<file path="config.mk">
export PLATFORM = sky130hd
export DESIGN_NAME = spi_tx_scheduler
export DESIGN_NICKNAME = d
export VERILOG_FILES = /design/src/rtl/spi_tx_scheduler.sv
export SDC_FILE = /design/constraint.sdc
export NUM_CORES = 1
export LEC_CHECK = 0
export CAP_MARGIN = 20
export CORE_MARGIN = 1
export CORE_UTILIZATION = 50
export CTS_CLUSTER_DIAMETER = 30
export DETAILED_ROUTE_END_ITERATION = 8
export HOLD_SLACK_MARGIN = 0.05
export PLACE_DENSITY = 0.77
export SYNTH_ARGS = -nofsm -noshare
export SYNTH_HDL_FRONTEND = slang
export SYNTH_SLANG_ARGS = --single-unit
</file>
<file path="constraint.sdc">
create_clock -name CLOCK_50 -period 2.9 [get_ports CLOCK_50]
set_clock_uncertainty 0.05 [all_clocks]
set_input_delay 0.435 -clock CLOCK_50 [delete_from_list [all_inputs] [get_ports CLOCK_50]]
set_output_delay 0.435 -clock CLOCK_50 [all_outputs]
set_load 0.005 [all_outputs]
</file>
<file path="src/rtl/spi_tx_scheduler.sv">
// Queues words in a small FIFO and feeds them one at a time to an SPI master
// over its active-low start / busy handshake, returning the slave's reply words.
module spi_tx_scheduler #(
  parameter int WIDTH   = 16,
  parameter int DEPTH   = 4,
  parameter int TIMEOUT = 1023
) (
  input  logic                       CLOCK_50,
  input  logic                       rst_n,
  input  logic                       wr_valid,
  input  logic [WIDTH-1:0]           wr_data,
  output logic                       wr_ready,
  output logic                       spi_start_n,
  output logic [WIDTH-1:0]           spi_data_in,
  input  logic                       spi_busy,
  input  logic [WIDTH-1:0]           spi_data_out,
  output logic                       rsp_valid,
  output logic [WIDTH-1:0]           rsp_data,
  output logic                       err_timeout,
  output logic [$clog2(DEPTH):0]     fifo_count
);

  localparam int AW = $clog2(DEPTH);
  localparam int CW = AW + 1;
  localparam int TW = $clog2(TIMEOUT + 1);
  localparam logic [TW-1:0] TMAX = TW'(TIMEOUT);
  localparam logic [CW-1:0] FULL = CW'(DEPTH);

  typedef enum logic [1:0] {
    S_IDLE = 2'd0,
    S_REQ  = 2'd1,
    S_WAIT = 2'd2
  } state_t;

  state_t            state_q, state_d;
  logic [AW-1:0]     rd_ptr_q, rd_ptr_d;
  logic [AW-1:0]     wr_ptr_q, wr_ptr_d;
  logic [CW-1:0]     count_q, count_d;
  logic [TW-1:0]     timer_q, timer_d;
  logic              start_n_q, start_n_d;
  logic [WIDTH-1:0]  data_in_q, data_in_d;
  logic              rsp_valid_q, rsp_valid_d;
  logic [WIDTH-1:0]  rsp_data_q, rsp_data_d;
  logic              err_q, err_d;
  logic [WIDTH-1:0]  mem_q [DEPTH];

  logic push;
  logic pop;

  // Saturating increment: the timer parks at TIMEOUT instead of wrapping.
  function automatic logic [TW-1:0] sat_inc(input logic [TW-1:0] v);
    if (v == TMAX) return v;
    return v + TW'(1);
  endfunction

  assign wr_ready = (count_q != FULL);
  assign push     = wr_valid && wr_ready;

  // Control FSM; the head word is only popped once its transfer finishes or is dropped.
  always_comb begin
    state_d     = state_q;
    timer_d     = timer_q;
    start_n_d   = start_n_q;
    data_in_d   = data_in_q;
    rsp_valid_d = 1'b0;
    rsp_data_d  = rsp_data_q;
    err_d       = 1'b0;
    pop         = 1'b0;
    case (state_q)
      S_IDLE: begin
        start_n_d = 1'b1;
        if (count_q != '0) begin
          data_in_d = mem_q[rd_ptr_q];
          start_n_d = 1'b0;
          timer_d   = '0;
          state_d   = S_REQ;
        end
      end
      S_REQ: begin
        if (spi_busy) begin
          // Drop start on the first busy so the master cannot relaunch the same word.
          start_n_d = 1'b1;
          state_d   = S_WAIT;
        end else if (timer_q == TMAX) begin
          start_n_d = 1'b1;
          err_d     = 1'b1;
          pop       = 1'b1;
          state_d   = S_IDLE;
        end else begin
          start_n_d = 1'b0;
          timer_d   = sat_inc(timer_q);
        end
      end
      S_WAIT: begin
        start_n_d = 1'b1;
        if (!spi_busy) begin
          rsp_data_d  = spi_data_out;
          rsp_valid_d = 1'b1;
          pop         = 1'b1;
          state_d     = S_IDLE;
        end
      end
      default: begin
        start_n_d = 1'b1;
        state_d   = S_IDLE;
      end
    endcase
  end

  always_comb begin
    wr_ptr_d = push ? wr_ptr_q + AW'(1) : wr_ptr_q;
    rd_ptr_d = pop  ? rd_ptr_q + AW'(1) : rd_ptr_q;
    count_d  = count_q;
    case ({push, pop})
      2'b10:   count_d = count_q + CW'(1);
      2'b01:   count_d = count_q - CW'(1);
      default: count_d = count_q;
    endcase
  end

  always_ff @(posedge CLOCK_50 or negedge rst_n) begin
    if (!rst_n) begin
      state_q     <= S_IDLE;
      rd_ptr_q    <= '0;
      wr_ptr_q    <= '0;
      count_q     <= '0;
      timer_q     <= '0;
      start_n_q   <= 1'b1;
      data_in_q   <= '0;
      rsp_valid_q <= 1'b0;
      rsp_data_q  <= '0;
      err_q       <= 1'b0;
    end else begin
      state_q     <= state_d;
      rd_ptr_q    <= rd_ptr_d;
      wr_ptr_q    <= wr_ptr_d;
      count_q     <= count_d;
      timer_q     <= timer_d;
      start_n_q   <= start_n_d;
      data_in_q   <= data_in_d;
      rsp_valid_q <= rsp_valid_d;
      rsp_data_q  <= rsp_data_d;
      err_q       <= err_d;
    end
  end

  // Storage is not reset; an empty count makes stale entries unreachable.
  always_ff @(posedge CLOCK_50) begin
    if (push) mem_q[wr_ptr_q] <= wr_data;
  end

  assign spi_start_n = start_n_q;
  assign spi_data_in = data_in_q;
  assign rsp_valid   = rsp_valid_q;
  assign rsp_data    = rsp_data_q;
  assign err_timeout = err_q;
  assign fifo_count  = count_q;

endmodule

</file>
# Word level (Yosys, flattened, before mapping)
# Memory sizes are Yosys's and may differ from the RTL's. A register that Yosys moved wholly into a read port is not among the register bits.
# Cells that the tools add are included.
[totals] ram_bits=64 ff_bits=38 latch_bits=0 romBits=0 inputBits=36 n_memories=1 output_inout_bits=39
[memory_table] memory="mem_q" words=4 word_bits=16 rd=1 rd_clocked_by_memory_dff=1 write_ports=1 line_no="45" text="logic [WIDTH-1:0] mem_q [DEPTH];"
[op_classes] div=0 n_reduce_logical=10 multipliers=0 order_cmp=0 n_shift=0 addsub=5 bitwise_logic=1 mux=25 n_eq_ne=11
[op_table] op="10-bit two-way mux" n=4
[op_table] op="10-bit case mux with 2 select lines" n=1
[op_table] op="1-bit two-way mux" n=12
[op_table] op="10-bit by 1-bit adder with 10-bit output, second input constant" n=1
[op_table] op="10-bit equality test, second input constant" n=1
[op_table] op="2-bit two-way mux" n=4
[op_table] op="2-bit inequality test, second input constant" n=4
[op_table] op="3-bit inequality test, second input constant" n=2
[op_table] op="2-bit case mux with 3 select lines" n=1
[op_table] op="3-bit case mux with 2 select lines" n=1
[op_table] op="2-bit by 1-bit adder with 2-bit output, second input constant" n=2
[op_table] op="2-bit by 1-bit equality test with 1-bit output, second input constant" n=2
[op_table] op="2-bit equality test, second input constant" n=2
[op_table] op="1-bit case mux with 2 select lines" n=2
[op_table] op="2-bit AND reduction" n=2
[op_table] op="4-bit AND reduction" n=1
[op_table] op="2-bit nonzero test" n=2
[op_table] op="3-bit by 1-bit adder with 3-bit output, second input constant" n=1
[op_table] op="3-bit AND reduction" n=1
[op_table] op="3-bit nonzero test" n=1
[op_table] op="3-bit by 1-bit subtractor with 3-bit output, second input constant" n=1
[op_table] op="2-bit logical NOT" n=1
[op_table] op="1-bit logical AND" n=1
[op_table] op="1-bit logical NOT" n=1
[op_table] op="1-bit NOT" n=1

# Longest topological paths before layout
# Gate-level depths: netlist (run 1).
[depth] ltp_word=8 depth_mapped=12

# Worst setup path after synthesis (run 1)
# Ideal clock, no wire load.
[synth_timing] path_type="register -> register" startpoint="reg state_q[1]" endpoint="reg count_q[2], in the netlist fifo_count[2]" synth_period_minus_slack_ns=2.413 setup_ns=0.079 path_slack_ns=0.487 t_arrival_ns=2.284 n_path_buf=1 stages_incl_launch_ff=13 cell_sequence="dfrtp_1 > inv_1 > ha_1 > clkbuf_1 > nor2b_1 > a41oi_1 > nor2b_1 > ha_1 > inv_1 > fa_1 > xor2_1 > nor2_1 > xor2_1"
[synth_via] elab_chain_len=4
[synth_lines] item="start: declaration" line_no="35" text="state_t state_q, state_d;"
[synth_lines] item="start signal: assignment" line_no="134" text="state_q <= state_d;"
[synth_lines] item="2-bit equality test or 2-bit by 1-bit equality test with 1-bit output (tied branches)" line_no="69" text="case (state_q)"
[synth_lines] item="1-bit case mux with 2 select lines *" line_no="69"
[synth_lines] item="named net pop" line_no="48" text="logic pop;"
[synth_lines] item="2-bit by 1-bit equality test with 1-bit output or 2-bit equality test (tied branches)" line_no="114" text="case ({push, pop})"
[synth_lines] item="3-bit case mux with 2 select lines or 2-bit nonzero test (tied branches)"
[synth_lines] item="end signal: assignment" line_no="137" text="count_q <= count_d;"
[synth_lines] item="end: declaration" line_no="38" text="logic [CW-1:0] count_q, count_d;"
# The timed path passes the listed nets; every way through them passes the cells marked *.
# A chain may end at the register's enable or synchronous reset.

# Worst setup path after layout (run 1)
[layout_timing] startpoint="reg timer_q[0]" endpoint="reg count_q[2], in the netlist fifo_count[2]"
[layout_via] elab_chain_len=6
[layout_lines] item="start: declaration" line_no="39" text="logic [TW-1:0] timer_q, timer_d;"
[layout_lines] item="start signal: assignment" line_no="138" text="timer_q <= timer_d;"
[layout_lines] item="10-bit equality test *" line_no="84" text="end else if (timer_q == TMAX) begin"
[layout_lines] item="1-bit two-way mux *" line_no="84"
[layout_lines] item="1-bit two-way mux *" line_no="80" text="if (spi_busy) begin"
[layout_lines] item="1-bit case mux with 2 select lines *" line_no="69"
[layout_lines] item="named net pop" line_no="48"
[layout_lines] item="2-bit by 1-bit equality test with 1-bit output or 2-bit equality test (tied branches)" line_no="114"
[layout_lines] item="3-bit case mux with 2 select lines or 2-bit nonzero test (tied branches)"
# Marked as above.

==> results of run 1 <==
==> sequential cells by signal, summed over array words and instances (netlist names) <==
name and count:
err_timeout 1, spi_start_n 1, state_q 2, spi_data_in 16
timer_q 10, rd_ptr_q 2, mem_q 64, rsp_valid 1
rsp_data 16, fifo_count 3, wr_ptr_q 2
==> per-stage QoR <==
stage / setup slack [ps] / hold WS (ps) / instances / util
global route: 215 / 418 / 520 / 0.683
detailed placement: 202 / 382 / 487 / 0.617
finish: 405 / 385 / 520 / 0.683
CTS: 399 / 388 / 520 / 0.683
floorplan: 487 / 89.4 / 287 / -
global placement: 269 / 376 / 487 / 0.617
==> cell type report <==
cell class                      count  area, µm²
Sequential cell                   118       3270
Fill cell                         653       2950
Multi-Input combinational cell    143       1430
Timing Repair Buffer               84        813
Clock buffer                       18        428
Clock inverter                     14        175
Tap cell                          129        161
Inverter                           14       52.6
==> cell families after synthesis <==
group	Yosys count	synth area share
compound gates	28	0.0434
xor+xnor	6	0.0109
fa+ha+maj	10	0.0275
buf+inv	26	0.0247
flops	118	0.680
mux	50	0.154
simple gates	49	0.0597
==> cell usage in the layout, fill, tap and decap left out, types with 2 or more instances in the layout <==
cell | Yosys | routed
o311ai_0 | 2 | 2
o21ai_1 | 2 | 2
edfxtp_1 | 64 | 64
bufinv_16 | 0 | 3
nor4b_1 | 2 | 2
xnor2_1 | 2 | 2
nand3_1 | 5 | 5
and3_1 | 7 | 7
nor4_1 | 2 | 2
a31oi_1 | 2 | 2
buf_4 | 0 | 9
nor3_1 | 2 | 2
mux2_2 | 34 | 34
ha_1 | 9 | 9
nor2_1 | 8 | 8
clkinvlp_4 | 0 | 2
clkinv_4 | 0 | 4
xor2_1 | 4 | 4
inv_1 | 14 | 14
nand4b_1 | 2 | 2
o221ai_1 | 2 | 2
nand2_1 | 6 | 6
clkbuf_8 | 0 | 2
nor2b_1 | 3 | 3
nand4_1 | 5 | 5
dfrtp_1 | 53 | 53
a21oi_1 | 5 | 5
a211o_1 | 2 | 2
clkbuf_16 | 0 | 16
inv_6 | 0 | 3
mux4_2 | 16 | 16
clkdlybuf4s50_1 | 0 | 73
o211ai_1 | 3 | 3
==> power groups by stage <==
stage               clock network, µW  logic (µW)  registers (µW)
floorplan                           0        1230            2540
global placement                    0        2090            2600
detailed placement                  0        2130            2630
CTS                              2120        2150            2600
global route                     2190        2320            2650
finish                           2080        2120            2600
==> layer usage <==
| metal | wire, µm | vias to the layer above | share of wire |
|---|---|---|---|
| li1 | - | 1292 | - |
| met1 | 3880 | 1447 | 0.43 |
| met2 | 4450 | 102 | 0.50 |
| met3 | 434 | 18 | 0.049 |
| met4 | 181 | 0 | 0.020 |
| met5 | 0 | - | 0 |
==> worst paths after layout <==
| kind | cells after the start | end | slack, ps |
|---|---|---|---|
| min in group CLOCK_50 | 1 | rd_ptr_q[0] | 440 |
| max in group asynchronous | 3 | spi_start_n | 1550 |
| min reg2reg | 1 | rd_ptr_q[0] | 440 |
| max reg2reg | 10 | fifo_count[2] | 410 |
| max | 10 | fifo_count[2] | 410 |
| min | 2 | spi_data_in[4] | 390 |
==> flow_summary_export.csv, run 1 <==
group,metric,value,unit
status,status,"completed",
critical_path,cp-end-kind,"flop",
run,max-cap-violations,0,
timing,slew_headroom,0.430,
yosys,syn_inst,287,
power,pwr-share-seq,0.382,
layout,final_nets,424,
global_route,top_usage_layer,"met2",
timing,fin_crit_sh,0.860,
critical_path,slowest_stage,"dfrtp_1",
yosys,synth_area_per_cell,16.8,µm²
drt,firstDrtPassIters,4,
floorplanning,die_h,100,µm
floorplanning,num_rows,35,
power,internal_power,4870,µW
floorplanning,core-area,9280,µm²
floorplanning,start_util,0.519,
drt,vias_per_cell,5.50,
global_route,grt_first_pass_wirelength,14.5,mm
placement,gp_congestion,0.776,
power,peakVddDrop,0.599,mV
power,p_sw_frac,0.284,
timing,period_needed,2490,ps
drt,detail_route.wl_per_cell,17.2,µm
timing,fmaxAchievable,401,MHz
drt,routed_wl,8.95,mm
global_route,grt_max_degree,36,
drt,antenna_left,0,
clock_network,clock_latency,500,ps
floorplanning,die_area,10000,µm²
drt,via_count,2859,
critical_path,r2r-start,"timer_q[0]",
power,comb_power_share,0.312,
yosys,async_flop_share,0.458,
yosys,synth.area.top_cells,"edfxtp_1, dfrtp_1, mux2_2, mux4_2, ha_1",
timing,worstMarginPinSlew,855,ps
yosys,synth_edf_count,64,
clock_network,clkSlewWorstSetupHoldPaths,60,ps
power,leakagePower,0.00241,µW
power,p_sw,1940,µW
clock_network,cts_tree,"yes",
global_route,antenna_found_initial,0,
clock_network,post_cts_buffers,0,
placement,numPortBuffers,74,
clock_network,cts_num_sinks,118,
floorplanning,fp.dieW,100,µm
power,power,6800,µW
global_route,grt-ovfl-total,0,
layout,layout-drive-gt1-share,0.246,
layout,syn2layout_area_growth,31.6,%
timing,finalMaxSlewViolations,0,
drt,drt_iter0_drc,135,
clock_network,holdBufCountCts,1,
critical_path,critPathMaxFanout,8,
yosys,synth-seq-cells,118,
global_route,grt_usage,0.196,
placement,post_dp_cell_area,5730,µm²
timing,rsz0062_at_grt,"false",
worst_hold_path,hold_path_class,"in2async",
critical_path,worst-setup-path-type,"reg2reg",
global_route,use_met3,0.0467,
layout,design_area,6340,µm²
critical_path,crit_family,"adder cells",
layout,diodes,0,
critical_path,critPathLaunchType,"flop",
clock_network,cts-resized-gates,0,
floorplanning,io_pins,75,
placement,dpl.hpwl,5.59,mm
yosys,synth_top_area_cell,"edfxtp_1",
yosys,synth_area,4820,µm²
yosys,ys_seq_area_frac,0.680,
power,p_clk_frac,0.306,
critical_path,path_cells,"ha_1 -> and4_4 -> a41oi_1 -> nor2b_1 -> ha_1 -> inv_1 -> fa_1 -> xor2_1 -> nor2_1 -> xor2_1",
yosys,synth_nets,333,
yosys,netlist_top_cells_count,"edfxtp_1, dfrtp_1, mux2_2",
critical_path,cp.arrival,2860,ps
timing,setup_violations,0,
global_route,gr-usage-met2,0.316,
yosys,ys_types,48,
clock_network,root_buffer,"clkbuf_8",
yosys,synth-main-ff-cell,"edfxtp_1",
timing,hold_violations,0,
global_route,grt_pass1_vias,2931,
yosys,synth_most_common_cell,"edfxtp_1",
critical_path,crit_path_start,"timer_q[0]",
timing,setup_tns,0,ps
critical_path,slowest_delay,400,ps
drt,drc,0,
clock_network,cts_htree_levels,4,
clock_network,cts_made_buffers,17,
yosys,synth_top_area_share,0.399,
power,p_per_area,1070,nW/µm²
global_route,grtUsageMet1,0.251,
yosys,yosys_warnings,0,
critical_path,worst-path-buf-inv,1,
clock_network,cts.path.max_buffers,2,
critical_path,critPathRequiredTime,3270,ps
Power figures use the tool's default switching activity.
==> run 2, diff against run 1 <==
--- a/config.mk
+++ b/config.mk
@@ -7,11 +7,11 @@
 export LEC_CHECK = 0
 export CAP_MARGIN = 20
 export CORE_MARGIN = 1
-export CORE_UTILIZATION = 50
+export CORE_UTILIZATION = 53
 export CTS_CLUSTER_DIAMETER = 30
 export DETAILED_ROUTE_END_ITERATION = 8
 export HOLD_SLACK_MARGIN = 0.05
-export PLACE_DENSITY = 0.77
+export PLACE_DENSITY = 0.81
 export SYNTH_ARGS = -nofsm -noshare
 export SYNTH_HDL_FRONTEND = slang
 export SYNTH_SLANG_ARGS = --single-unit
==> run 2 against run 1 <==
  * Final cell count is 4.0% lower
  * Die area is 5.5% lower
  * Sequential cell count stayed put
  * Power is 1.2% lower
  * Via count is 0.35% lower
  * Non-clock buffer count stayed put
  * Global-route usage is 2.3 points higher
  * First-iteration DRC count is 28% lower
  * Critical path type unchanged
==> flow_summary_export.csv, run 2 (synthesis gave the netlist of run 1 again) <==
group,metric,value,unit
placement,dpl.hpwl,5.74,mm
critical_path,worst-path-buf-inv,1,
clock_network,cts.path.max_buffers,2,
power,p_sw,1960,µW
clock_network,root_buffer,"clkbuf_8",
run,max-cap-violations,0,
timing,fmaxAchievable,393,MHz
power,comb_power_share,0.319,
timing,slew_headroom,0.446,
critical_path,reg2regPathDepth,10,
floorplanning,die_area,9480,µm²
critical_path,crit_cells,10,
layout,syn2layout_area_growth,30.5,%
drt,drt_iter0_drc,97,
global_route,top_usage_layer,"met2",
critical_path,path_cells,"ha_1 -> and4_4 -> a41oi_1 -> nor2b_1 -> ha_1 -> inv_1 -> fa_1 -> xor2_1 -> nor2_1 -> xor2_1",
power,internal_power,4760,µW
critical_path,slowest_delay,420,ps
global_route,gr-usage-met2,0.354,
clock_network,cts_num_sinks,118,
clock_network,cts_htree_levels,4,
floorplanning,start_util,0.550,
global_route,grt_first_pass_wirelength,15.5,mm
floorplanning,core-area,8760,µm²
critical_path,critPathRequiredTime,3290,ps
global_route,use_met3,0.0604,
global_route,grt_usage,0.219,
layout,final_cell_mix,"clkdlybuf4s50_1, edfxtp_1, dfrtp_1",
global_route,grt-ovfl-total,0,
timing,setup_violations,0,
layout,design_area,6290,µm²
power,p_clk_frac,0.296,
layout,diodes,0,
timing,hold_violations,0,
timing,period_needed,2540,ps
clock_network,cts_made_buffers,17,
status,status,"completed",
timing,worstMarginPinSlew,830,ps
critical_path,cp.arrival,2930,ps
clock_network,clkSlewWorstSetupHoldPaths,60,ps
power,p_sw_frac,0.292,
clock_network,cts-resized-gates,0,
global_route,grt_max_degree,29,
power,leakagePower,0.00239,µW
global_route,grt_pass1_vias,3005,
drt,routed_wl,9.37,mm
power,p_per_area,1070,nW/µm²
layout,top_register,"mem_q",
layout,layout-drive-gt1-share,0.246,
timing,rsz0062_at_grt,"false",
critical_path,cp-endpoint,"fifo_count[2]",
drt,antenna_left,0,
timing,setup_tns,0,ps
placement,numPortBuffers,74,
layout,largest_register_ff_count,64,
global_route,grtUsageMet1,0.280,
power,peakVddDrop,0.580,mV
critical_path,crit_path_start,"timer_q[1]",
critical_path,cp-end-kind,"flop",
drt,via_count,2849,
placement,gp_congestion,0.801,
clock_network,post_cts_buffers,0,
timing,finalMaxSlewViolations,0,
critical_path,r2r_setup_slack,360,ps
worst_hold_path,hold_path_class,"in2async",
drt,drc,0,
global_route,antenna_found_initial,0,
floorplanning,num_rows,34,
critical_path,crit_family,"adder cells",
critical_path,worst-setup-path-type,"reg2reg",
placement,post_dp_cell_area,5710,µm²
floorplanning,fp.dieW,97.4,µm
timing,fin_crit_sh,0.877,
drt,vias_per_cell,5.71,
critical_path,r2r-end,"fifo_count[2]",
layout,final_nets,424,
critical_path,critPathMaxFanout,8,
floorplanning,io_pins,75,
layout,final.fill_count,581,
critical_path,r2r-start,"timer_q[1]",
layout,multi_input_area,1430,µm²
clock_network,holdBufCountCts,1,
layout,mostFrequentLayoutCell,"clkdlybuf4s50_1",
power,pwr-share-seq,0.385,
floorplanning,die_h,97.4,µm
drt,detail_route.wl_per_cell,18.8,µm
layout,instances_no_fill,499,
critical_path,slowest_stage,"dfrtp_1",
clock_network,cts_tree,"yes",
layout,ff_latch_area,3270,µm²
drt,firstDrtPassIters,4,
critical_path,critPathLaunchType,"flop",
placement,dp_cells,466,
clock_network,clock_latency,510,ps
-- run 2: cell types whose count changed in the layout (fill, tap and decap cells not counted), sizes merged --
| cell | before | now |
|---|---|---|
| clkinvlp | 2 | 3 |
| bufinv | 3 | 2 |
-- run 2: how the worst min path moves through the flow --
stage / cells past startpoint / end / start
global placement: 1 / spi_data_in[7] / spi_data_in[7]
CTS: 2 / rsp_data[15] / rst_n
finish: 2 / timer_q[8] / rst_n
global route: 1 / rsp_data[8] / rsp_data[8]
detailed placement: 1 / spi_data_in[6] / spi_data_in[6]
floorplan: 0 / err_timeout / rst_n
-- run 2: area by class of cell --
type | instances | share of cell area
Tap cell | 108 | 0.0215
Sequential cell | 118 | 0.521
Multi-Input combinational cell | 143 | 0.228
Timing Repair Buffer | 84 | 0.131
Clock inverter | 14 | 0.0239
Inverter | 14 | 0.00835
Clock buffer | 18 | 0.0664
-- run 2: stage by stage --
stage	hold slack (ps)	setup slack, ps	total power (µW)	util
floorplan	89.4	487	3770	-
global placement	438	266	4690	0.652
detailed placement	442	197	4760	0.652
CTS	451	353	6800	0.718
global route	472	199	7080	0.718
finish	436	358	6720	0.718
-- run 2: layer usage --
metal  part of all wire  routed length, µm
met1               0.43               3990
met2               0.51               4770
met3              0.048                450
met4              0.017                159
met5                  0                  0
-- run 2: power groups by stage --
stage	logic, µW	clock network (µW)	registers (µW)
2_1_floorplan	1230	0	2540
3_3_place_gp	2110	0	2580
3_5_place_dp	2140	0	2620
4_1_cts	2180	2030	2600
5_1_grt	2330	2100	2650
6_report	2150	1990	2590
==> run 3, diff against run 2 <==
==> constraint.sdc (replaced) <==
create_clock -name CLOCK_50 -period 2.9 [get_ports CLOCK_50]
set_clock_uncertainty 0.05 [all_clocks]
set_input_delay 0.29 -clock CLOCK_50 [delete_from_list [all_inputs] [get_ports CLOCK_50]]
set_output_delay 0.29 -clock CLOCK_50 [all_outputs]
set_load 0.005 [all_outputs]
==> run 3 against run 2 <==
  * Maximum frequency is 0.76% lower
  * Die area stayed put
  * Register-to-register slack worse by 20 ps
  * Core utilization is 0.13 points higher
  * Sequential cell count stayed put
  * Critical path depth stayed put
  * Clock power is 4% higher
  * Setup slack worse by 20 ps
  * Power is 1.2% higher
  * Sequential power hardly changed
==> flow_summary_export.csv, run 3 (synthesis gave the netlist of run 1 again) <==
group,metric,value,unit
floorplanning,die_h,97.4,µm
global_route,gr-usage-met2,0.350,
global_route,grt_usage,0.215,
floorplanning,io_pins,75,
timing,holdWs,215,ps
power,leakagePower,0.00240,µW
run,max-cap-violations,0,
timing,worstMarginPinSlew,884,ps
critical_path,critPathRequiredTime,3290,ps
timing,hold_violations,0,
floorplanning,core-area,8760,µm²
placement,dpl.hpwl,5.51,mm
drt,drt_iter0_drc,228,
drt,vias_per_cell,5.75,
placement,gp_congestion,0.823,
timing,finalMaxSlewViolations,0,
clock_network,cts_htree_levels,4,
global_route,grt-ovfl-total,0,
layout,largest_register_ff_count,64,
critical_path,critPathLaunchType,"flop",
floorplanning,fp.dieW,97.4,µm
global_route,grtUsageMet1,0.269,
power,peakVddDrop,0.528,mV
layout,final.fill_count,571,
placement,dp_cells,466,
timing,setup_tns,0,ps
layout,final_util,0.719,
critical_path,cp.arrival,2950,ps
clock_network,post_cts_buffers,0,
clock_network,cts-resized-gates,0,
power,p_per_area,1080,nW/µm²
clock_network,clkSlewWorstSetupHoldPaths,60,ps
floorplanning,die_area,9480,µm²
floorplanning,num_rows,34,
global_route,use_met3,0.0691,
clock_network,cts_num_sinks,118,
layout,diodes,0,
layout,top_register,"mem_q",
drt,drc,0,
timing,rsz0062_at_grt,"false",
timing,period_needed,2560,ps
clock_network,cts_tree,"yes",
layout,layout-drive-gt1-share,0.246,
layout,final_cell_mix,"clkdlybuf4s50_1, edfxtp_1, dfrtp_1",
clock_network,clock_latency,520,ps
status,status,"completed",
global_route,top_usage_layer,"met2",
clock_network,cts.path.max_buffers,2,
global_route,grt_max_degree,37,
drt,antenna_left,0,
drt,detail_route.wl_per_cell,18.5,µm
drt,routed_wl,9.22,mm
clock_network,cts_made_buffers,17,
layout,final_nets,424,
global_route,grt_pass1_vias,3037,
drt,via_count,2870,
placement,numPortBuffers,74,
worst_hold_path,hold_path_class,"in2async",
timing,fin_crit_sh,0.883,
timing,slew_headroom,0.411,
power,power,6800,µW
timing,setup_violations,0,
drt,firstDrtPassIters,4,
global_route,antenna_found_initial,0,
layout,mostFrequentLayoutCell,"clkdlybuf4s50_1",
global_route,grt_first_pass_wirelength,15.3,mm
layout,instances_no_fill,499,
critical_path,cp-end-kind,"flop",
clock_network,root_buffer,"clkbuf_8",
floorplanning,start_util,0.550,
critical_path,worst-setup-path-type,"reg2reg",
critical_path,critPathMaxFanout,8,
timing,fmaxAchievable,390,MHz
layout,syn2layout_area_growth,30.8,%
[run 3: area by class of cell]
type	instances	area, µm²	share of cell area
Inverter	14	52.6	0.00834
Clock inverter	14	174	0.0276
Timing Repair Buffer	84	813	0.129
Multi-Input combinational cell	143	1430	0.228
Sequential cell	118	3270	0.520
Tap cell	108	135	0.0214
Clock buffer	18	418	0.0663
[run 3: stage by stage]
step | area, µm² | setup slack, ps
2_1_floorplan | 4820 | 487
4_1_cts | 6300 | 349
5_1_grt | 6300 | 124
3_3_place_gp | 5700 | 410
6_report | 6300 | 338
3_5_place_dp | 5700 | 353
[run 3: path summary, 6_finish.rpt]
check,from,to,slack [ps],depth (start not counted)
min in group CLOCK_50,spi_data_out[9],rsp_data[9],340,2
worst min-delay path,rst_n,spi_data_in[3],220,2
worst min register to register,rsp_data[14],rsp_data[14],450,1
worst max-delay path,timer_q[0],fifo_count[2],340,10
max in group asynchronous,rst_n,rsp_data[11],1750,3
worst max register to register,timer_q[0],fifo_count[2],340,10
[run 3: critical path, stage by stage, from the launching register on]
cell	delay (ps)
dfrtp_1	400
ha_1	240
and4_4	280
a41oi_1	160
nor2b_1	240
ha_1	230
inv_1	60
fa_1	390
xor2_1	160
nor2_1	110
xor2_1	150
[run 3: per-layer routing]
layer  routed length (µm)  part of all wire
met5                    0                 0
met4                  139             0.015
met3                  539             0.058
met2                 4720              0.51
met1                 3810              0.41
[run 3: power by group]
| group | internal (µW) | leakage [µW] | switching (µW) |
|---|---|---|---|
| Combinational | 1230 | 0.000866 | 911 |
| Sequential | 2300 | 0.00125 | 298 |
| Clock | 1310 | 0.000279 | 749 |
| Total | 4850 | 0.00240 | 1960 |
[run 3: timing repair]
action | in CTS | in global routing
hold buffers | 1 | 0
setup endpoints to repair | 0 | 0
endpoints found under the hold margin | 18 | 0
